File: src/rtl/riscv_pkg.sv
//------------------------------------------------------------------------------
// riscv_pkg : shared rv32i types and constants
// Revision  : 1.0
//------------------------------------------------------------------------------
`default_nettype none

package riscv_pkg;

    localparam int XLEN = 32;

    localparam logic [4:0] REG_X0 = 5'd0;

    typedef struct packed {
        logic [4:0]      rd;
        logic [XLEN-1:0] data;
    } ll_wb_t;

endpackage

`default_nettype wire

File: src/rtl/wb_fifo.sv
//------------------------------------------------------------------------------
// wb_fifo : synchronous FIFO with registered full flag, sync active-low reset
// Revision: 1.0
//------------------------------------------------------------------------------
`default_nettype none

module wb_fifo #(
    parameter int  DEPTH = 2,
    parameter type T     = logic
) (
    input  logic clk,
    input  logic rst,
    input  logic push_i,
    input  T     push_data_i,
    input  logic pop_i,
    output T     pop_data_o,
    output logic full_o,
    output logic empty_o
);

    localparam int PW = (DEPTH > 1) ? $clog2(DEPTH) : 1;
    localparam int CW = $clog2(DEPTH + 1);
    localparam logic [PW-1:0] LAST_PTR = PW'(DEPTH - 1);
    localparam logic [CW-1:0] FULL_CNT = CW'(DEPTH);

    T               mem_q [DEPTH];
    logic [PW-1:0]  wr_ptr_q, wr_ptr_d;
    logic [PW-1:0]  rd_ptr_q, rd_ptr_d;
    logic [CW-1:0]  count_q, count_d;
    logic           full_q;
    logic           do_push, do_pop;

    assign do_pop  = pop_i && (count_q != '0);
    assign do_push = push_i && (!full_q || do_pop);

    always_comb begin
        wr_ptr_d = wr_ptr_q;
        rd_ptr_d = rd_ptr_q;
        count_d  = count_q;
        if (do_push) begin
            wr_ptr_d = (wr_ptr_q == LAST_PTR) ? '0 : wr_ptr_q + 1'b1;
        end
        if (do_pop) begin
            rd_ptr_d = (rd_ptr_q == LAST_PTR) ? '0 : rd_ptr_q + 1'b1;
        end
        case ({do_push, do_pop})
            2'b10:   count_d = count_q + 1'b1;
            2'b01:   count_d = count_q - 1'b1;
            default: count_d = count_q;
        endcase
    end

    always_ff @(posedge clk) begin
        if (!rst) begin
            wr_ptr_q <= '0;
            rd_ptr_q <= '0;
            count_q  <= '0;
            full_q   <= 1'b0;
        end else begin
            wr_ptr_q <= wr_ptr_d;
            rd_ptr_q <= rd_ptr_d;
            count_q  <= count_d;
            full_q   <= (count_d == FULL_CNT);
        end
    end

    // Payload storage needs no reset; occupancy is tracked by count_q.
    always_ff @(posedge clk) begin
        if (rst && do_push) begin
            mem_q[wr_ptr_q] <= push_data_i;
        end
    end

    assign pop_data_o = mem_q[rd_ptr_q];
    assign full_o     = full_q;
    assign empty_o    = (count_q == '0);

endmodule

`default_nettype wire

File: src/rtl/rf_wp_arbiter.sv
//------------------------------------------------------------------------------
// rf_wp_arbiter : RF write-port arbiter, long-latency FIFO and pending scoreboard
// Revision      : 1.0
//------------------------------------------------------------------------------
`default_nettype none

module rf_wp_arbiter #(
    parameter int XLEN       = riscv_pkg::XLEN,
    parameter int DEPTH      = 2,
    parameter int STARVE_MAX = 8
) (
    input  logic            clk,
    input  logic            rst,
    input  logic            RegWriteW,
    input  logic [4:0]      RdW,
    input  logic [XLEN-1:0] ResultW,
    input  logic            LLIssueE,
    input  logic [4:0]      LLRdE,
    input  logic            LLValid,
    input  logic [4:0]      LLRd,
    input  logic [XLEN-1:0] LLData,
    output logic            LLReady,
    input  logic [4:0]      Rs1D,
    input  logic [4:0]      Rs2D,
    input  logic [4:0]      RdD,
    output logic            LLBusyD,
    output logic            WbStallReq,
    output logic            RFWE,
    output logic [4:0]      RFA3,
    output logic [XLEN-1:0] RFWD
);

    import riscv_pkg::*;

    localparam int SW = $clog2(STARVE_MAX + 1);
    localparam logic [SW-1:0] STARVE_LIM = SW'(STARVE_MAX);

    logic [SW-1:0] starve_q, starve_d;
    logic [31:0]   pending_q, pending_d;
    logic          active_q;

    ll_wb_t        ll_in, head;
    logic          fifo_full, fifo_empty, push;
    logic          pipe_wr, stall, head_gnt, pipe_gnt, issue_vld;
    logic [31:0]   set_mask, clr_mask, busy_mask;

    assign stall      = (starve_q == STARVE_LIM);
    assign WbStallReq = stall;

    assign pipe_wr   = RegWriteW && (RdW != REG_X0);
    assign head_gnt  = rst && !fifo_empty && (stall || !pipe_wr);
    assign pipe_gnt  = rst && pipe_wr && !stall;
    assign issue_vld = LLIssueE && (LLRdE != REG_X0);

    // active_q holds LLReady low for the first cycle after reset release.
    assign LLReady = rst && active_q && !fifo_full;
    assign push    = LLValid && LLReady && (LLRd != REG_X0);

    assign ll_in.rd   = LLRd;
    assign ll_in.data = LLData;

    wb_fifo #(
        .DEPTH (DEPTH),
        .T     (ll_wb_t)
    ) u_wb_fifo (
        .clk         (clk),
        .rst         (rst),
        .push_i      (push),
        .push_data_i (ll_in),
        .pop_i       (head_gnt),
        .pop_data_o  (head),
        .full_o      (fifo_full),
        .empty_o     (fifo_empty)
    );

    always_comb begin
        RFWE = 1'b0;
        RFA3 = REG_X0;
        RFWD = '0;
        if (head_gnt) begin
            RFWE = 1'b1;
            RFA3 = head.rd;
            RFWD = head.data;
        end else if (pipe_gnt) begin
            RFWE = 1'b1;
            RFA3 = RdW;
            RFWD = ResultW;
        end
    end

    always_comb begin
        set_mask  = (rst && issue_vld) ? (32'd1 << LLRdE) : 32'd0;
        clr_mask  = head_gnt ? (32'd1 << head.rd) : 32'd0;
        pending_d = ((pending_q & ~clr_mask) | set_mask) & ~32'd1;
        busy_mask = (pending_q | (issue_vld ? (32'd1 << LLRdE) : 32'd0)) & ~32'd1;
        LLBusyD   = rst && (busy_mask[Rs1D] || busy_mask[Rs2D] || busy_mask[RdD]);
    end

    always_comb begin
        starve_d = starve_q;
        if (fifo_empty || head_gnt) begin
            starve_d = '0;
        end else if (starve_q != STARVE_LIM) begin
            starve_d = starve_q + 1'b1;
        end
    end

    always_ff @(posedge clk) begin
        if (!rst) begin
            starve_q  <= '0;
            pending_q <= '0;
            active_q  <= 1'b0;
        end else begin
            starve_q  <= starve_d;
            pending_q <= pending_d;
            active_q  <= 1'b1;
        end
    end

endmodule

`default_nettype wire

File: config.mk
export PLATFORM = sky130hd
export DESIGN_NAME = rf_wp_arbiter
export DESIGN_NICKNAME = d
export VERILOG_FILES = /design/src/rtl/riscv_pkg.sv /design/src/rtl/wb_fifo.sv /design/src/rtl/rf_wp_arbiter.sv
export SDC_FILE = /design/constraint.sdc
export NUM_CORES = 1
export LEC_CHECK = 0
export BUFFER_PORTS_ARGS = -buffer_cell sky130_fd_sc_hd__buf_4
export CAP_MARGIN = 0
export CORE_MARGIN = 2
export CORE_UTILIZATION = 35
export CTS_CLUSTER_SIZE = 20
export DETAILED_ROUTE_END_ITERATION = 6
export GPL_ROUTABILITY_DRIVEN = 0
export GPL_TIMING_DRIVEN = 0
export PLACE_DENSITY_LB_ADDON = 0.25
export REMOVE_ABC_BUFFERS = 1
export SLEW_MARGIN = 20
export SYNTH_ARGS = -nofsm -noshare
export SYNTH_HDL_FRONTEND = slang
export SYNTH_HIERARCHICAL = 1
export SYNTH_SLANG_ARGS = --single-unit
File: constraint.sdc
create_clock -name clk -period 7.14 [get_ports clk]
set_clock_uncertainty 0.2 [all_clocks]
set_input_delay 1.071 -clock clk [delete_from_list [all_inputs] [get_ports clk]]
set_output_delay 1.071 -clock clk [all_outputs]
set_load 0.05 [all_outputs]
==> flow_summary.json <==
{
  "fin_cells": 911,
  "synth_area_mm2": 0.00612,
  "grt_max_degree": 36,
  "wl_per_cell_um": 17.1,
  "cts_made_buffers": 17,
  "die_y_um": 136,
  "syn_inst": 547,
  "cp-start-kind": "input pin",
  "finalHoldViolCount": 0,
  "crit_arrival_ns": 3.90,
  "cp-end-kind": "output port",
  "io_pins": 140,
  "root_buffer": "clkbuf_16",
  "routed_wl_um": 15600,
  "outcome": "finished, final reports clean",
  "grt_pass1_wl_um": 25200,
  "ys_seq_area_share_pct": 50.1,
  "fmax_ghz": 0.193,
  "worst-setup-path-type": "input pin to output port",
  "synth_enable_flop_cells": 74,
  "synthFlopType": "edfxtp_1",
  "drc": 0,
  "cts_tree": "built",
  "min_period_ns": 5.17,
  "dieWidth_um": 136,
  "clk_pin_slew_ns": 0.06,
  "final_nets": 775,
  "cap_violations": 0,
  "r2r_cells": 11,
  "port_buffers": 139,
  "p_leak_uw": 0.00292,
  "via_per_inst": 5.45,
  "crit_required_ns": 5.87,
  "fillers": 1593,
  "min_period_over_period_pct": 72.5,
  "cp-startpoint": "rst",
  "holdPathEnd": "pending_q[29]",
  "hpwl_um": 11700,
  "postRouteAntennaNets": 0,
  "worstHoldPathType": "flop to flop",
  "r2r_start": "starve_q[1]",
  "vias": 4962,
  "ir_drop_v": 0.000161,
  "start_util_pct": 35.6,
  "grt_pass1_vias": 4983,
  "drv_slew": 0,
  "reg2reg_slack_ns": 3.39,
  "cts.path.max_buffers": 2,
  "rsz0062_at_grt": "false",
  "async_flop_share_pct": 0,
  "reg2reg_to": "u_wb_fifo/mem_q[1][30]",
  "clock_latency_ns": 0.40,
  "cts.repair.resized": 0,
  "dr.first_iter.drc_count": 301,
  "yosys_warnings": 6,
  "hold_slack_ns": 0.276,
  "fp.dieArea_mm2": 0.0185,
  "yosysUniqueCellTypes": 56,
  "worstHoldStart": "pending_q[29]",
  "syn_avg_cell_area_um2": 11.2,
  "gr-usage-all-layers_pct": 17.5,
  "synth_seq_cells": 116,
  "tightest_slew_ns": 1.00,
  "hold_buffers": 0,
  "min_delay_path_depth": 2,
  "setup_viol": 0,
  "diodes": 0,
  "drtPass1Iterations": 5,
  "drive_gt1_share_pct": 36.9,
  "slew_headroom_pct": 32.9,
  "syn_to_final_growth_pct": 32.2,
  "cts_max_level": 4,
  "rows": 48,
  "cellPowerDensity_mw_per_mm2": 237,
  "core_area_mm2": 0.0172,
  "cp_max_fo": 35,
  "antenna_found_initial": 0,
  "clock-sinks": 116,
  "grt_overflow": 0,
  "cts_setup_buffers": 0,
  "dp.cells": 879
}
worst max-delay path, cell delays in order:
cell	delay [ns]
buf_4	0.15
clkinv_1	0.79
nor3b_2	1.00
buf_4	0.30
buf_4	0.22
a22o_1	0.17
buf_4	0.19
cell type report:
| type | instances | area [µm²] | area share [%] |
|---|---|---|---|
| sequential | 116 | 3060 | 37.9 |
| multi-input combinational | 379 | 2840 | 35.1 |
| clock inverter | 15 | 260 | 3.22 |
| tap | 225 | 282 | 3.48 |
| inverter | 10 | 37.5 | 0.464 |
| clock buffer | 17 | 425 | 5.26 |
| timing repair buffer | 149 | 1170 | 14.5 |
report_power, final:
group	internal, µW	switching, µW	total (µW)
sequential	722	3.87	726
combinational	88.2	124	212
clock	686	295	981
through the flow:
| step | TNS [ns] | power (µW) | setup slack, ns | utilization, % | cell area, µm² |
|---|---|---|---|---|---|
| 4_1_cts | 0 | 1930 | 1.97 | 47.1 | 8080 |
| 2_1_floorplan | -32.82 | 850 | -0.887 | - | 5910 |
| 3_5_place_dp | 0 | 951 | 1.96 | 43.1 | 7400 |
| 6_report | 0 | 1920 | 1.97 | 47.1 | 8080 |
| 5_1_grt | 0 | 1980 | 1.70 | 47.1 | 8080 |
| 3_3_place_gp | -307.34 | 943 | -4.36 | 42.1 | 7240 |
synthesized netlist by cell type, types with 7 or more instances:
master	instances	area [µm²]
edfxtp_1	74	2220
dfxtp_1	42	841
mux2i_1	8	80.1
nor3_1	12	60.1
a211oi_1	11	82.6
a22o_1	37	324
a21oi_1	61	305
nand3_1	8	40.0
buf_2	8	40.0
nand2_1	43	161
inv_1	9	33.8
o21ai_0	34	170
mux4_2	13	293
clkbuf_1	22	82.6
nor2_1	22	82.6
nand3b_1	8	60.1
mux2_2	40	450
a2111oi_0	7	61.3
layer usage:
metal	global-route usage, %	routed length (µm)
met3	5.48	1230
met2	28.3	7320
met1	21.7	6710
met4	7.41	355
met5	0	0
cells in the final DEF (no fill, tap or decap), drive strengths merged, types with 9 or more instances in the layout:
cell type  instances
inv                9
nor3b              9
buf              149
edfxtp            74
nor2              22
nor3              13
dfxtp             42
a211oi            11
o21ai             35
clkbuf            17
mux2              40
a22o              37
mux4              13
a21oi             63
nand2             43
flip-flops by register name (all words and copies together) (netlist names), named ones only:
name,cells
active_q,1
pending_q,31
u_wb_fifo/count_q,2
u_wb_fifo/wr_ptr_q,1
u_wb_fifo/full_o,1
starve_q,4
u_wb_fifo/mem_q,74
u_wb_fifo/rd_ptr_q,1
kinds of logic after synthesis:
logic type               count (synthesis)  share of synthesized area, %
flip-flops                             116                          50.1
multiplexers                            61                          13.5
buffers and inverters                   52                          3.91
adder cells (fa/ha/maj)                  3                         0.614
AO/OA/AOI/OAI                          172                          18.5
XOR/XNOR                                 6                         0.859
AND/OR/NAND/NOR                        137                          12.5
worst max-delay path by stage:
stage,end,slack (ns)
2_1_floorplan,u_wb_fifo/mem_q[1][0],-0.89
3_3_place_gp,u_wb_fifo/mem_q[1][21],-4.36
3_5_place_dp,RFWD[1],1.96
4_1_cts,RFWD[1],1.97
5_1_grt,RFWD[13],1.70
6_report,RFWD[3],1.97
Note: power is estimated with default switching activity, not from simulation.
